**src/rtl/main_mem_arbiter.sv**
```systemverilog
// Purpose : arbitrates the single 128-bit main memory between icache (read) and dcache (read/write).
// Latency : request -> memory strobe next cycle; busy release one cycle after memory completes (>= 3 cycles).
// Backpres: losing/late requester keeps its *_BUSY_WAIT high until its own transaction completes.
//
// Ports:
//   clock, reset                  system clock, asynchronous active-low reset
//   I_READ/I_ADDRESS              icache line read request
//   I_READ_DATA/I_BUSY_WAIT       line returned to icache, icache stall
//   D_READ/D_WRITE/D_ADDRESS      dcache line read / write-back request
//   D_WRITE_DATA                  dcache write-back line
//   D_READ_DATA/D_BUSY_WAIT       line returned to dcache, dcache stall
//   MEM_READ/MEM_WRITE            main memory strobes (registered, held for the whole grant)
//   MEM_ADDRESS/MEM_WRITE_DATA    main memory line address / write line
//   MEM_READ_DATA/MEM_BUSY_WAIT   main memory read line / busy
//
// Build option: define ARB_ROUND_ROBIN_EN to break simultaneous requests in
// favour of the port that did not win last; otherwise the dcache always wins ties.
module main_mem_arbiter #(
  parameter int ADDR_WIDTH = 28,
  parameter int DATA_WIDTH = 128
) (
  input  logic                  clock,
  input  logic                  reset,
  input  logic                  I_READ,
  input  logic [ADDR_WIDTH-1:0] I_ADDRESS,
  output logic [DATA_WIDTH-1:0] I_READ_DATA,
  output logic                  I_BUSY_WAIT,
  input  logic                  D_READ,
  input  logic                  D_WRITE,
  input  logic [ADDR_WIDTH-1:0] D_ADDRESS,
  input  logic [DATA_WIDTH-1:0] D_WRITE_DATA,
  output logic [DATA_WIDTH-1:0] D_READ_DATA,
  output logic                  D_BUSY_WAIT,
  output logic                  MEM_READ,
  output logic                  MEM_WRITE,
  output logic [ADDR_WIDTH-1:0] MEM_ADDRESS,
  output logic [DATA_WIDTH-1:0] MEM_WRITE_DATA,
  input  logic [DATA_WIDTH-1:0] MEM_READ_DATA,
  input  logic                  MEM_BUSY_WAIT
);

  typedef enum logic [2:0] {
    IDLE    = 3'd0,
    GRANT_I = 3'd1,
    GRANT_D = 3'd2,
    DONE_I  = 3'd3,
    DONE_D  = 3'd4
  } state_t;

  state_t state;
  logic   seen_busy;   // memory has shown busy at least once during this grant
`ifdef ARB_ROUND_ROBIN_EN
  logic   last_grant;  // 0 = icache won last, 1 = dcache won last
`endif

  logic i_req;
  logic d_req;
  logic pick_d;
  logic mem_done;

  assign i_req = I_READ;
  assign d_req = D_READ | D_WRITE;

  // A grant finishes on the first edge where busy is low after having been
  // seen high, so memories that raise busy a cycle late are still handled.
  assign mem_done = seen_busy & ~MEM_BUSY_WAIT;

  // Stalls are released only during the one-cycle DONE state of that port;
  // gated by reset so both stalls read low while the block is held in reset.
  assign I_BUSY_WAIT = reset & i_req & (state != DONE_I);
  assign D_BUSY_WAIT = reset & d_req & (state != DONE_D);

  // Tie-break between simultaneous requests sampled in IDLE.
  always_comb begin
    pick_d = 1'b0;
    if (d_req && !i_req) begin
      pick_d = 1'b1;
    end else if (d_req && i_req) begin
`ifdef ARB_ROUND_ROBIN_EN
      pick_d = ~last_grant;
`else
      pick_d = 1'b1;
`endif
    end
  end

  always_ff @(posedge clock or negedge reset) begin
    if (!reset) begin
      state          <= IDLE;
      seen_busy      <= 1'b0;
      MEM_READ       <= 1'b0;
      MEM_WRITE      <= 1'b0;
      MEM_ADDRESS    <= '0;
      MEM_WRITE_DATA <= '0;
      I_READ_DATA    <= '0;
      D_READ_DATA    <= '0;
`ifdef ARB_ROUND_ROBIN_EN
      last_grant     <= 1'b0;
`endif
    end else begin
      case (state)
        IDLE: begin
          // MEM_BUSY_WAIT is deliberately ignored here.
          seen_busy <= 1'b0;
          if (i_req || d_req) begin
`ifdef ARB_ROUND_ROBIN_EN
            last_grant <= pick_d;
`endif
            if (pick_d) begin
              state          <= GRANT_D;
              MEM_ADDRESS    <= D_ADDRESS;
              MEM_WRITE_DATA <= D_WRITE_DATA;
              // A combined read+write request is issued as a write only.
              MEM_WRITE      <= D_WRITE;
              MEM_READ       <= D_READ & ~D_WRITE;
            end else begin
              state          <= GRANT_I;
              MEM_ADDRESS    <= I_ADDRESS;
              MEM_WRITE      <= 1'b0;
              MEM_READ       <= 1'b1;
            end
          end
        end

        GRANT_I: begin
          if (MEM_BUSY_WAIT) begin
            seen_busy <= 1'b1;
          end else if (mem_done) begin
            seen_busy <= 1'b0;
            MEM_READ  <= 1'b0;
            MEM_WRITE <= 1'b0;
            // If the icache gave up mid-grant the line is dropped and
            // the port gets no DONE cycle.
            if (i_req) begin
              I_READ_DATA <= MEM_READ_DATA;
              state       <= DONE_I;
            end else begin
              state       <= IDLE;
            end
          end
        end

        GRANT_D: begin
          if (MEM_BUSY_WAIT) begin
            seen_busy <= 1'b1;
          end else if (mem_done) begin
            seen_busy <= 1'b0;
            MEM_READ  <= 1'b0;
            MEM_WRITE <= 1'b0;
            if (d_req) begin
              // Write-backs leave the last returned line untouched.
              if (MEM_READ) begin
                D_READ_DATA <= MEM_READ_DATA;
              end
              state <= DONE_D;
            end else begin
              state <= IDLE;
            end
          end
        end

        // One release cycle; a request still high afterwards is a new one.
        DONE_I:  state <= IDLE;
        DONE_D:  state <= IDLE;
        default: state <= IDLE;
      endcase
    end
  end

endmodule

```
**config.mk**
```make
export PLATFORM = sky130hd
export DESIGN_NAME = main_mem_arbiter
export DESIGN_NICKNAME = d
export VERILOG_FILES = /design/src/rtl/main_mem_arbiter.sv
export SDC_FILE = /design/constraint.sdc
export NUM_CORES = 1
export LEC_CHECK = 0
export ABC_AREA = 0
export CORE_AREA = 5 5 279 281
export CTS_CLUSTER_SIZE = 24
export DETAILED_ROUTE_END_ITERATION = 12
export DIE_AREA = 0 0 284 286
export GPL_TIMING_DRIVEN = 0
export PLACE_DENSITY = 0.48
export SETUP_SLACK_MARGIN = 0.1
export SLEW_MARGIN = 10
export SYNTH_ARGS = -nofsm -noshare
export SYNTH_HDL_FRONTEND = slang
export SYNTH_SLANG_ARGS = --single-unit
export TNS_END_PERCENT = 10
```
**constraint.sdc**
```tcl
create_clock -name clock -period 4.81 [get_ports clock]
set_clock_uncertainty 0.05 [all_clocks]
set_input_delay 0.481 -clock clock [delete_from_list [all_inputs] [get_ports clock]]
set_output_delay 0.481 -clock clock [all_outputs]
set_load 0.005 [all_outputs]
```
**Word-level counts from Yosys, hierarchy flattened**

Cells that the tools add are included.

- ROM bits: 0
- RAM bits: 0
- Input bits: 318
- Word-level logic and storage cells: 65
- Output and inout port bits: 416
- Memories kept: 0
- Latch bits: 0
- Flip-flop bits (word level): 418

- Reduce and logical (&&, ||, !) cells: 14
- Multiplexer cells: 22
- Multiply operators: 0
- Bitwise logic cells: 9
- Equal/unequal tests: 12
- Shift operators: 0
- Order comparisons: 0
- Div/mod/pow operators: 0
- Add/subtract/negate cells: 0

Operators by type and width:

| cell | number |
|---|---|
| 2-to-1 mux 28 bit | 1 |
| 2-to-1 mux 3 bit | 6 |
| inequality test 2 bit (second input constant) | 6 |
| AND reduction 5 bit | 2 |
| 2-to-1 mux 1 bit | 9 |
| one-hot mux 3 bit (3 select lines) | 1 |
| AND reduction 4 bit | 2 |
| bitwise AND 1 bit | 6 |
| one-hot mux 1 bit (2 select lines) | 3 |
| 2-to-1 mux 2 bit | 2 |
| AND reduction 2 bit | 2 |
| equality test 3 x 1 -> 1 bit (second input constant) | 1 |
| equality test 3 x 2 -> 1 bit (second input constant) | 1 |
| logical NOT 3 bit | 1 |
| inequality test 3 x 1 -> 1 bit (second input constant) | 1 |
| inequality test 3 x 2 -> 1 bit (second input constant) | 1 |
| inequality test 3 bit (second input constant) | 1 |
| AND reduction 3 bit | 1 |
| logical AND 1 bit | 2 |
| inequality test 2 x 1 -> 1 bit (second input constant) | 1 |
| NOT 1 bit | 2 |
| nonzero test 2 bit | 1 |
| OR reduction 2 bit | 1 |
| logical NOT 1 bit | 1 |
| 2 further kinds | 2 |

**Longest topological paths before layout**

- Word-level depth: 7
- Mapped depth: 7
- Depth with buffers taken out: 4

**Least setup slack after synthesis**

Ideal clock, no wire load.

- Kind: input to register
- From: input port D_READ
- To: register MEM_WRITE_DATA[100]
- Library setup time: 0.125 ns
- Arrival time: 1.649 ns
- Stages on the path: 6
- Setup slack: 2.987 ns
- Cell sequence: or2_2 > clkbuf_1 > nand2_1 > buf_4 > buf_6 > mux2_2

- Word-level cells in the longest chain between the ends: 5
- Elaborated cells between the ends (all ways): 7
- Classes of those cells: 2 x mux; 1 x bitwise; 4 x reduce/logical

Ends and longest elaborated chain:

| item | line | text |
|---|---|---|
| start, declared | 28 | `input logic D_READ,` |
| bitwise OR 1 bit * | 62 | `assign d_req = D_READ \| D_WRITE;` |
| logical AND 1 bit | 78 | `end else if (d_req && i_req) begin` |
| 2-to-1 mux 1 bit | 78 |  |
| 2-to-1 mux 1 bit | 76 | `if (d_req && !i_req) begin` |
| AND reduction 3 bit (no source line) * | -- |  |
| end signal, assigned | 94 | `MEM_WRITE_DATA <= '0;` |
| end signal, assigned | 112 | `MEM_WRITE_DATA <= D_WRITE_DATA;` |
| end, declared | 37 | `output logic [DATA_WIDTH-1:0] MEM_WRITE_DATA,` |

Mark *: on every way between the ends. The rest lies on a longest branch, timed or not.
A chain may end at the register's enable or synchronous reset.

**Worst setup path after layout**

- From: input port reset
- To: output port D_BUSY_WAIT

- Word-level cells in the longest chain between the ends: 2

Ends and longest elaborated chain:

| item | line | text |
|---|---|---|
| start, declared | 23 | `input logic reset,` |
| bitwise AND 1 bit (2 in series) | 71 | `assign D_BUSY_WAIT = reset & d_req & (state != DONE_D);` |
| end, declared | 33 | `output logic D_BUSY_WAIT,` |

No other way between the ends.

==> flow_summary.json <==
{
  "netSwitchingPower_uw": 4420,
  "clock_tree_buf_depth": 3,
  "grtUsageTotal_pct": 14.3,
  "number_of_global_route_vias_before_repair": 12710,
  "finalCritPeriodShare_pct": 68.3,
  "route.antenna.remaining_nets": 0,
  "layout_min_cycle_time_ps": 3290,
  "clk_latency_ps": 560,
  "tightest_slew_ps": 636,
  "finish.instance_area_um2": 26700,
  "min_path_type": "input pin to async pin",
  "synth_sequential_area_ratio_pct": 63.7,
  "crit_path_end_kind": "output port",
  "finalWirelength_um": 60400,
  "synth_top_cell_by_area": "sky130_fd_sc_hd__dfrtp_1",
  "mappedNetlistArea_um2": 16400,
  "postSynthAreaPerCell_um2": 16.2,
  "asyncSetResetFlopFracSynth_pct": 100,
  "synth.most_common_cell": "sky130_fd_sc_hd__dfrtp_1",
  "chipHeight_um": 286,
  "post_synth_inst_count": 1011,
  "pin_count_of_the_biggest_net_entering_global_routing": 105,
  "chipWidth_um": 284,
  "cts.sinks": 418,
  "cts_hold_repair.buffers": 1,
  "grt_pass1_wl_um": 88100,
  "final_instance_count_excl_fillers": 2821,
  "post_synthesis_sequential_element_count": 418,
  "power_leakage_uw": 0.0120,
  "report.final.slew_viol_count": 0,
  "fraction_of_layout_cells_with_a_size_suffix_above_1_pct": 28.7,
  "area_of_the_multi_input_gates_um2": 5520,
  "detail_route.wirelength.met1_um": 21600,
  "flow.area_growth_from_synthesis_pct": 62.8,
  "gpl.final_weighted_congestion": 0.836,
  "crit_arrival_ps": 2750,
  "seq_power_share_pct": 36.3,
  "setup.worst_path.start_class": "input pin",
  "synth_top_cell_area_share_pct": 63.7,
  "postPlaceCellArea_um2": 25100,
  "synth_flop_cell": "sky130_fd_sc_hd__dfrtp_1",
  "post_cts_buffers": 0,
  "cell_area_power_density_nw_per_um2": 592,
  "status": "finished clean",
  "number_of_h_tree_branching_levels": 2,
  "postSynthNetCount": 1329,
  "placementRows": 101,
  "combPwrFrac_pct": 40.2,
  "drc_marker_count_from_the_first_detailed_route_iteration": 270,
  "crit_path_max_fanout": 87,
  "drtPass1Iterations": 4,
  "cts.root.buffer_cell": "sky130_fd_sc_hd__clkbuf_16",
  "hold_viol": 0,
  "tritoncts.num_buffers": 51,
  "placeable_core_area_um2": 75200,
  "max_cap_viol_count": 0,
  "netlist_top_cells_count": "418 x sky130_fd_sc_hd__dfrtp_1, 265 x sky130_fd_sc_hd__mux2_2, 120 x sky130_fd_sc_hd__mux2_4",
  "num_io_pins": 734,
  "synth_cell_types": 28,
  "tritoncts": "done",
  "met2RoutedLength_um": 31100,
  "half_perimeter_wire_length_after_placement_um": 46700,
  "clkTransAtPathRegs_ps": 60,
  "p_sw_share_pct": 27.9,
  "met3RoutedLength_um": 6290,
  "drt-vias-per-instance": 4.03,
  "critPathKind": "input pin to output port",
  "grt_antenna_before_repair": 10,
  "power.internal_uw": 11400,
  "start_util_pct": 21.8,
  "worst_ep_required_time_ps": 4280,
  "grt.overflow.total": 0,
  "fillCellCount": 7299,
  "port_buffers": 733,
  "setup_viol": 0,
  "dr.max_layer_used": "met5",
  "cts_resized": 0,
  "die_area_um2": 81200,
  "peakVddDrop_mv": 0.291,
  "fmax_ghz": 0.304,
  "slew-limit-headroom_pct": 57.6,
  "ys_top_cells_by_area": "sky130_fd_sc_hd__dfrtp_1 64%, sky130_fd_sc_hd__mux2_2 18%, sky130_fd_sc_hd__mux2_4 11%, sky130_fd_sc_hd__buf_6 1.6%, sky130_fd_sc_hd__nand2_1 1.4%",
  "layout.area.seq_um2": 10500,
  "synth-edff-count": 0,
  "dp_cells": 2726,
  "detailedPlace.worstSlack_ps": 1590,
  "rsz0062_at_grt": "no",
  "vias": 11368,
  "drcViolationCount": 0,
  "clkPwrFrac_pct": 23.5,
  "synth_warnings": 0,
  "final.setup.worst_slack_ps": 1520,
  "layout.nets": 2120,
  "per_cell_routed_wire_length_um": 21.4
}
[state kept, by name, indices dropped and copies added, names as in the netlist]
name and cells:
D_READ_DATA 128, MEM_ADDRESS 28, state 3, seen_busy 1
MEM_WRITE 1, MEM_WRITE_DATA 128, I_READ_DATA 128, MEM_READ 1
[layout by cell type, fill, tap and decap left out, drive strengths merged, types with 2 or more instances in the layout]
cell / Yosys / final
nand2: 61 / 61
clkdlybuf4s50: 0 / 732
clkinv: 0 / 12
a31oi: 29 / 29
inv: 1 / 2
nor2: 37 / 37
nor3: 3 / 3
dfrtp: 418 / 418
diode: 0 / 2
buf: 51 / 56
a21oi: 4 / 4
mux2: 386 / 386
clkbuf: 7 / 85
[area by class of cell]
| class | count | share of cell area (%) |
|---|---|---|
| well taps | 978 | 4.58 |
| clock inverters | 14 | 0.313 |
| multi-input cells | 534 | 20.6 |
| diodes | 2 | 0.0187 |
| flip-flops and latches | 418 | 39.1 |
| plain buffers | 58 | 1.67 |
| clock buffers | 78 | 5.75 |
| inverters | 1 | 0.0140 |
| repair buffers | 738 | 27.9 |
[worst max-delay path, cell delays in order]
cell,delay [ps]
sky130_fd_sc_hd__dlygate4sd3_1,560
sky130_fd_sc_hd__buf_8,410
sky130_fd_sc_hd__buf_16,390
sky130_fd_sc_hd__nand2_1,130
sky130_fd_sc_hd__a21oi_1,190
sky130_fd_sc_hd__clkdlybuf4s50_1,570
[worst paths after layout]
kind | cells after the start | start | slack, ps | endpoint
max reg2reg | 6 | state[1] | 2450 | I_READ_DATA[66]
min | 2 | reset | 400 | MEM_ADDRESS[21]
max in group asynchronous | 4 | reset | 2850 | MEM_WRITE_DATA[18]
max | 6 | reset | 1520 | D_BUSY_WAIT
min reg2reg | 1 | MEM_WRITE_DATA[99] | 450 | MEM_WRITE_DATA[99]
min in group clock | 3 | I_ADDRESS[14] | 430 | MEM_ADDRESS[14]
[layer usage]
layer	vias up	global-route usage, %
met5	-	0
met4	12	3.63
met3	89	6.77
met2	471	25.8
met1	5667	15.0
li1	5129	-
[cell families (layout without fill, tap and decap cells)]
kind of cell,count (synthesis),after routing,synth area share [%]
AND/OR/NAND/NOR,109,109,2.79
other,0,2,0
multiplexers,386,386,29.2
AO/OA/AOI/OAI,38,38,1.51
flip-flops,418,418,63.7
XOR/XNOR,1,1,0.0990
buffers and inverters,59,889,2.73
[per-stage QoR]
stage | util (%) | TNS [ps] | total power, µW | hold WS, ps
floorplan | - | 0 | 8060 | 135
global placement | 33.2 | -6756690 | 12200 | 429
detailed placement | 33.4 | 0 | 12300 | 415
CTS | 35.6 | 0 | 16200 | 375
global route | 35.6 | 0 | 16700 | 402
finish | 35.6 | 0 | 15800 | 405
[power groups by stage]
stage	sequential [µW]	clock, µW	combinational, µW
detailed placement	5800	0	6490
global route	5940	4000	6780
global placement	5790	0	6440
floorplan	5850	0	2200
CTS	5770	3880	6520
finish	5760	3720	6360
Note: power is estimated with default switching activity, not from simulation.
